$ cat config.mk
export PLATFORM = sky130hd
export DESIGN_NAME = mm_tree_sequencer
export DESIGN_NICKNAME = d
export VERILOG_FILES = /design/src/rtl/mm_tree_sequencer.sv
export SDC_FILE = /design/constraint.sdc
export NUM_CORES = 1
export LEC_CHECK = 0
export CORE_MARGIN = 2
export CORE_UTILIZATION = 46
export DETAILED_ROUTE_END_ITERATION = 10
export GPL_TIMING_DRIVEN = 0
export PLACE_DENSITY = 0.84
export SYNTH_ARGS = -nofsm -noshare
export SYNTH_HDL_FRONTEND = slang
export SYNTH_SLANG_ARGS = --single-unit
$ cat constraint.sdc
create_clock -name clk -period 2.23 [get_ports clk]
set_clock_uncertainty 0.2 [all_clocks]
set_input_delay 0.223 -clock clk [delete_from_list [all_inputs] [get_ports clk]]
set_output_delay 0.223 -clock clk [all_outputs]
set_load 0.01 [all_outputs]
$ cat src/rtl/mm_tree_sequencer.sv
// mm_tree_sequencer: issues one (row,col) dot product per ready cycle into the
// multiply/adder-tree datapath, tracks each issue through the fixed tree latency
// and raises the result-memory write strobe as the sum leaves the tree.
// Build option: define MM_STALL_CNT_EN to get a saturating count of stalled
// ISSUE cycles on stall_cnt; otherwise stall_cnt is tied to zero.
//
// state | meaning
// IDLE  | waiting for start
// ISSUE | presenting operands, one (row,col) per cycle with opnd_rdy
// DRAIN | everything issued, waiting for the tracker to empty
// DONE  | single-cycle completion pulse, then back to IDLE

module mm_tree_sequencer #(
  parameter int MATRIX_DIM = 8,
  parameter int PIPE_LAT   = 4,
  parameter int IDX_W      = $clog2(MATRIX_DIM)
) (
  input  logic             clk,
  input  logic             rst_n,
  input  logic             start,
  input  logic             opnd_rdy,
  output logic             issue_vld,
  output logic [IDX_W-1:0] a_row,
  output logic [IDX_W-1:0] b_col,
  output logic             wr_en,
  output logic [IDX_W-1:0] wr_row,
  output logic [IDX_W-1:0] wr_col,
  output logic             busy,
  output logic             done,
  output logic [15:0]      stall_cnt
);

  typedef enum logic [1:0] {
    IDLE  = 2'd0,
    ISSUE = 2'd1,
    DRAIN = 2'd2,
    DONE  = 2'd3
  } state_t;

  localparam logic [IDX_W-1:0] IDX_MAX = IDX_W'(MATRIX_DIM - 1);

  state_t state;
  state_t state_nxt;

  logic [IDX_W-1:0] row_q;
  logic [IDX_W-1:0] col_q;
  logic             last_issue;
  logic             pend;

  logic [PIPE_LAT-1:0]            trk_vld;
  logic [PIPE_LAT-1:0][IDX_W-1:0] trk_row;
  logic [PIPE_LAT-1:0][IDX_W-1:0] trk_col;

  assign last_issue = issue_vld && (row_q == IDX_MAX) && (col_q == IDX_MAX);

  // The tail entry is written this cycle, so only the younger stages decide
  // whether anything is still in flight after the next shift.
  if (PIPE_LAT > 1) begin : g_pend
    assign pend = |trk_vld[PIPE_LAT-2:0];
  end else begin : g_no_pend
    assign pend = 1'b0;
  end

  // State register
  always_ff @(posedge clk or negedge rst_n) begin
    if (!rst_n) state <= IDLE;
    else        state <= state_nxt;
  end

  // Next-state logic
  always_comb begin
    state_nxt = state;
    unique case (state)
      IDLE:    if (start)      state_nxt = ISSUE;
      ISSUE:   if (last_issue) state_nxt = DRAIN;
      DRAIN:   if (!pend)      state_nxt = DONE;
      DONE:                    state_nxt = IDLE;
      default:                 state_nxt = IDLE;
    endcase
  end

  // Moore/Mealy outputs decoded from state
  always_comb begin
    issue_vld = (state == ISSUE) && opnd_rdy;
    busy      = (state == ISSUE) || (state == DRAIN);
    done      = (state == DONE);
  end

  // Row-major issue counters; the last issue wraps both back to zero
  always_ff @(posedge clk or negedge rst_n) begin
    if (!rst_n) begin
      row_q <= '0;
      col_q <= '0;
    end else if (issue_vld) begin
      col_q <= col_q + 1'b1;
      if (col_q == IDX_MAX) row_q <= row_q + 1'b1;
    end
  end

  assign a_row = row_q;
  assign b_col = col_q;

  // Tracker mirrors the tree: shifts every cycle, bubbles enter as invalid
  always_ff @(posedge clk or negedge rst_n) begin
    if (!rst_n) begin
      trk_vld <= '0;
      trk_row <= '0;
      trk_col <= '0;
    end else begin
      trk_vld[0] <= issue_vld;
      trk_row[0] <= row_q;
      trk_col[0] <= col_q;
      for (int i = 1; i < PIPE_LAT; i++) begin
        trk_vld[i] <= trk_vld[i-1];
        trk_row[i] <= trk_row[i-1];
        trk_col[i] <= trk_col[i-1];
      end
    end
  end

  assign wr_en  = trk_vld[PIPE_LAT-1];
  assign wr_row = trk_row[PIPE_LAT-1];
  assign wr_col = trk_col[PIPE_LAT-1];

`ifdef MM_STALL_CNT_EN
  logic [15:0] stall_q;

  // Stalled ISSUE cycles of the current/last job, saturating, kept after the job
  always_ff @(posedge clk or negedge rst_n) begin
    if (!rst_n) begin
      stall_q <= '0;
    end else if ((state == IDLE) && start) begin
      stall_q <= '0;
    end else if ((state == ISSUE) && !opnd_rdy && (stall_q != 16'hFFFF)) begin
      stall_q <= stall_q + 16'd1;
    end
  end

  assign stall_cnt = stall_q;
`else
  assign stall_cnt = '0;
`endif

endmodule

==> impl_metrics.prom <==
# TYPE chip_impl_metric gauge
chip_impl_metric{name="power.clock.fraction",unit="%"} 16.4
chip_impl_metric{name="die_y",unit="microns"} 57.6
chip_impl_metric{name="numCtsBuffers",unit=""} 5
chip_impl_metric{name="rows",unit=""} 19
chip_impl_metric{name="p_sw",unit="mW"} 0.611
chip_impl_metric{name="muxShareOfSynthArea",unit="%"} 5.01
chip_impl_metric{name="place_hpwl",unit="microns"} 1140
chip_impl_info{name="class_of_the_most_critical_hold_timing_path",value="flip-flop to flip-flop"} 1
chip_impl_metric{name="routed-via-count",unit=""} 660
chip_impl_metric{name="number_of_cells_in_the_finished_layout_apart_from_fillers",unit=""} 159
chip_impl_metric{name="syn-mean-instance-area",unit="sq um"} 15.4
chip_impl_metric{name="cts.sinks",unit=""} 36
chip_impl_metric{name="powerDensity",unit="mW/mm^2"} 1300
chip_impl_metric{name="num_io_pins",unit=""} 36
chip_impl_metric{name="synthCells",unit=""} 86
chip_impl_metric{name="power.ir.vdd_worst",unit="V"} 0.000963
chip_impl_metric{name="comb_power_share",unit="%"} 34.3
chip_impl_metric{name="sw_frac_of_total",unit="%"} 27.8
chip_impl_metric{name="antenna_left",unit=""} 0
chip_impl_metric{name="grt_antenna_before_repair",unit=""} 0
chip_impl_metric{name="placed_cells",unit=""} 151
chip_impl_info{name="synth-main-ff-cell",value="sky130_fd_sc_hd__dfrtp_1"} 1
chip_impl_metric{name="ys_ff_latch",unit=""} 36
chip_impl_metric{name="number_of_synthesized_flops_with_an_enable_pin",unit=""} 0
chip_impl_info{name="clock_tree.root_cell",value="sky130_fd_sc_hd__clkbuf_4"} 1
chip_impl_metric{name="nNetsFinal",unit=""} 141
chip_impl_metric{name="maxClockFrequency",unit="MHz"} 472
chip_impl_metric{name="worst-endpoint-required",unit="ps"} 1810
chip_impl_info{name="ys_top_cells_by_count",value="sky130_fd_sc_hd__dfrtp_1 (36), sky130_fd_sc_hd__buf_4 (22), sky130_fd_sc_hd__ha_1 (9)"} 1
chip_impl_info{name="critPathLaunchType",value="flip-flop"} 1
chip_impl_metric{name="maximum_number_of_pins_on_one_net_before_global_route_repair",unit=""} 37
chip_impl_metric{name="antenna_cells_inserted",unit=""} 0
chip_impl_metric{name="place.gp.congestion",unit=""} 0.681
chip_impl_metric{name="post_synth_instance_area",unit="sq mm"} 0.00132
chip_impl_metric{name="post-cts-setup-buffers",unit=""} 0
chip_impl_metric{name="fp.dieW",unit="microns"} 57.6
chip_impl_metric{name="floorplan.core_area",unit="sq mm"} 0.00273
chip_impl_metric{name="drt_pass1_iterations",unit=""} 2
chip_impl_info{name="rsz0062_at_grt",value="false"} 1
chip_impl_metric{name="syn_to_final_growth",unit="%"} 28.2
chip_impl_metric{name="number_of_global_route_vias_before_repair",unit=""} 607
chip_impl_metric{name="setup_tns",unit="ps"} 0
chip_impl_info{name="synth.top_cells.by_area",value="sky130_fd_sc_hd__dfrtp_1 (68%), sky130_fd_sc_hd__buf_4 (12%), sky130_fd_sc_hd__ha_1 (8.5%), sky130_fd_sc_hd__mux2_2 (3.4%), sky130_fd_sc_hd__xnor2_1 (1.3%)"} 1
chip_impl_metric{name="maxSlewViolCount",unit=""} 0
chip_impl_metric{name="initial_utilization",unit="%"} 48.4
chip_impl_metric{name="async_reset_ff_share",unit="%"} 100
chip_impl_metric{name="power.leakage",unit="nW"} 0.886
chip_impl_metric{name="fin_crit_sh",unit="%"} 95.0
chip_impl_metric{name="die_area",unit="sq mm"} 0.00332
chip_impl_metric{name="synth-adder-area-share",unit="%"} 8.51
chip_impl_metric{name="hold_viol",unit=""} 0
chip_impl_info{name="synth_top_family_by_area",value="buffers and inverters"} 1
chip_impl_info{name="yosys.area.top_type",value="sky130_fd_sc_hd__dfrtp_1"} 1
chip_impl_info{name="synth_most_common_cell",value="sky130_fd_sc_hd__dfrtp_1"} 1
chip_impl_metric{name="seq_area_frac_synth",unit="%"} 68.1
chip_impl_info{name="critPathCaptureType",value="output pin"} 1
chip_impl_metric{name="power.internal",unit="mW"} 1.59
chip_impl_metric{name="critical_path_peak_fanout",unit=""} 4
chip_impl_metric{name="cts-htree-levels",unit=""} 2
chip_impl_metric{name="yosysUniqueCellTypes",unit=""} 14
chip_impl_info{name="outcome",value="finished clean"} 1
chip_impl_metric{name="post_route_cells_drive_above_1_share",unit="%"} 29.7
chip_impl_metric{name="worst_hold_slack",unit="ps"} 153
chip_impl_metric{name="ctsLongestPathBuffers",unit=""} 2
chip_impl_metric{name="synthXorXnorAreaFrac",unit="%"} 1.32
chip_impl_metric{name="max-cap-violations",unit=""} 0
chip_impl_metric{name="critPathArrivalTime",unit="ps"} 1700
chip_impl_metric{name="post-synth-top-area-fraction",unit="%"} 68.1
chip_impl_metric{name="worst-r2r-setup-slack",unit="ps"} 380
chip_impl_metric{name="tightestPinTransition",unit="ps"} 736
chip_impl_metric{name="grt_pass1_wl",unit="microns"} 2610
chip_impl_metric{name="global_route.usage.met1",unit="%"} 13.4
chip_impl_metric{name="port_buffers",unit=""} 19
chip_impl_metric{name="n_fill_cell",unit=""} 224
chip_impl_metric{name="routed_wl",unit="microns"} 1560
chip_impl_metric{name="period_needed",unit="ps"} 2120
chip_impl_metric{name="wl_per_cell",unit="microns"} 9.78
chip_impl_metric{name="gr-usage-met3",unit="%"} 5.13
chip_impl_metric{name="detail_route.drc_violations",unit=""} 0
chip_impl_metric{name="seq_power_share",unit="%"} 49.3
chip_impl_metric{name="met2_track_demand_over_resource_in_global_routing",unit="%"} 15.9
chip_impl_metric{name="clock_insertion_delay_worst_skew",unit="ps"} 310
chip_impl_metric{name="setup_viol",unit=""} 0
chip_impl_info{name="tritoncts",value="built"} 1
chip_impl_metric{name="max_slew_margin",unit="%"} 51.0
chip_impl_metric{name="worst_setup_hold_path_clk_slew",unit="ps"} 100
chip_impl_metric{name="gr-total-overflow",unit=""} 0
chip_impl_info{name="top_usage_layer",value="met2"} 1
chip_impl_metric{name="detail_route.vias_per_cell",unit=""} 4.15
chip_impl_metric{name="dr.first_iter.drc_count",unit=""} 1
chip_impl_info{name="worstSetupPathType",value="flip-flop to output pin"} 1
chip_impl_metric{name="area_share_of_and_or_nand_nor_cells_after_synthesis",unit="%"} 1.32
chip_impl_metric{name="design_power_total",unit="mW"} 2.20
chip_impl_metric{name="yosys_warnings",unit=""} 0
chip_impl_metric{name="synth_compound_area_share",unit="%"} 1.80
chip_impl_metric{name="grt_usage",unit="%"} 10.7
cell type report:
class	count	area [sq um]	area share, %
Multi-Input combinational cell	39	313	18.5
Clock buffer	7	65.1	3.84
Timing Repair Buffer	20	198	11.7
Tap cell	31	38.8	2.29
Buffer	22	165	9.74
Sequential cell	36	901	53.1
Inverter	4	15.0	0.886
worst max-delay path: stages (launching register included):
cell and delay (ps):
sky130_fd_sc_hd__dfrtp_1 430, sky130_fd_sc_hd__inv_1 110, sky130_fd_sc_hd__ha_1 300, sky130_fd_sc_hd__clkdlybuf4s50_1 530
power by group through the flow:
stage	Clock, mW	Combinational [mW]	Sequential, mW
finish	0.362	0.755	1.08
global route	0.398	0.838	1.12
CTS	0.375	0.771	1.09
detailed placement	0	0.748	1.10
global placement	0	0.726	1.07
floorplan	0	0.393	1.09
path summary, 6_finish.rpt:
check,cells after the start,endpoint,start
max,3,busy,state[0]
min,0,trk_row[6],trk_row[3]
max reg2reg,5,state[1],a_row[0]
min reg2reg,0,trk_row[6],trk_row[3]
max in group asynchronous,2,wr_row[0],rst_n
min in group asynchronous,2,b_col[1],rst_n
metrics by stage:
step / setup slack, ps / area (sq um) / util, %
global route: 1.12 / 1700 / 62.0
floorplan: 487 / 1380 / -
detailed placement: 279 / 1600 / 58.6
CTS: 23.0 / 1690 / 61.9
finish: 112 / 1700 / 62.0
global placement: 92.6 / 1610 / 58.8
logic make-up after synthesis:
family | after synthesis
AOI/OAI and AO/OA | 2
xor gates and xnor gates | 2
adders and majority gates | 9
buffers and inverters | 26
DFF | 36
muxes | 6
other | 1
and+or+nand+nor | 4
state kept, by name, summed over array words and instances (netlist names):
signal   count
trk_col      9
trk_row      9
b_col        3
trk_vld      4
wr_row       3
state        2
a_row        3
wr_col       3
metal layers:
metal	share of wire, %	vias to the layer above	wire, microns
li1	-	317	-
met5	0	-	0
met4	0.58	0	9
met3	11	2	171
met2	45	35	697
met1	44	306	677
cell usage in the layout, fill, tap and decap left out:
master                             n
sky130_fd_sc_hd__a221oi_2          1
sky130_fd_sc_hd__buf_2             1
sky130_fd_sc_hd__buf_4            22
sky130_fd_sc_hd__clkbuf_4          5
sky130_fd_sc_hd__clkbuf_8          2
sky130_fd_sc_hd__clkdlybuf4s50_1  17
sky130_fd_sc_hd__conb_1           16
sky130_fd_sc_hd__dfrtp_1          36
sky130_fd_sc_hd__dlygate4sd3_1     1
sky130_fd_sc_hd__dlymetal6s2s_1    1
sky130_fd_sc_hd__ha_1              8
sky130_fd_sc_hd__ha_4              1
sky130_fd_sc_hd__inv_1             3
sky130_fd_sc_hd__inv_2             1
sky130_fd_sc_hd__mux2_1            1
sky130_fd_sc_hd__mux2_2            4
sky130_fd_sc_hd__mux2i_1           1
sky130_fd_sc_hd__nand2_2           1
sky130_fd_sc_hd__nand3_1           2
sky130_fd_sc_hd__nor2_1            1
sky130_fd_sc_hd__o31a_1            1
sky130_fd_sc_hd__xnor2_1           2
repair_timing:
item	4_1_cts	5_1_grt
cloned	0	0
gates resized for setup	3	2
pin swaps	0	0
hold buffers	1	0
hold endpoints to repair	36	0
endpoints found under the setup margin	1	1
Power figures use the tool's default switching activity.
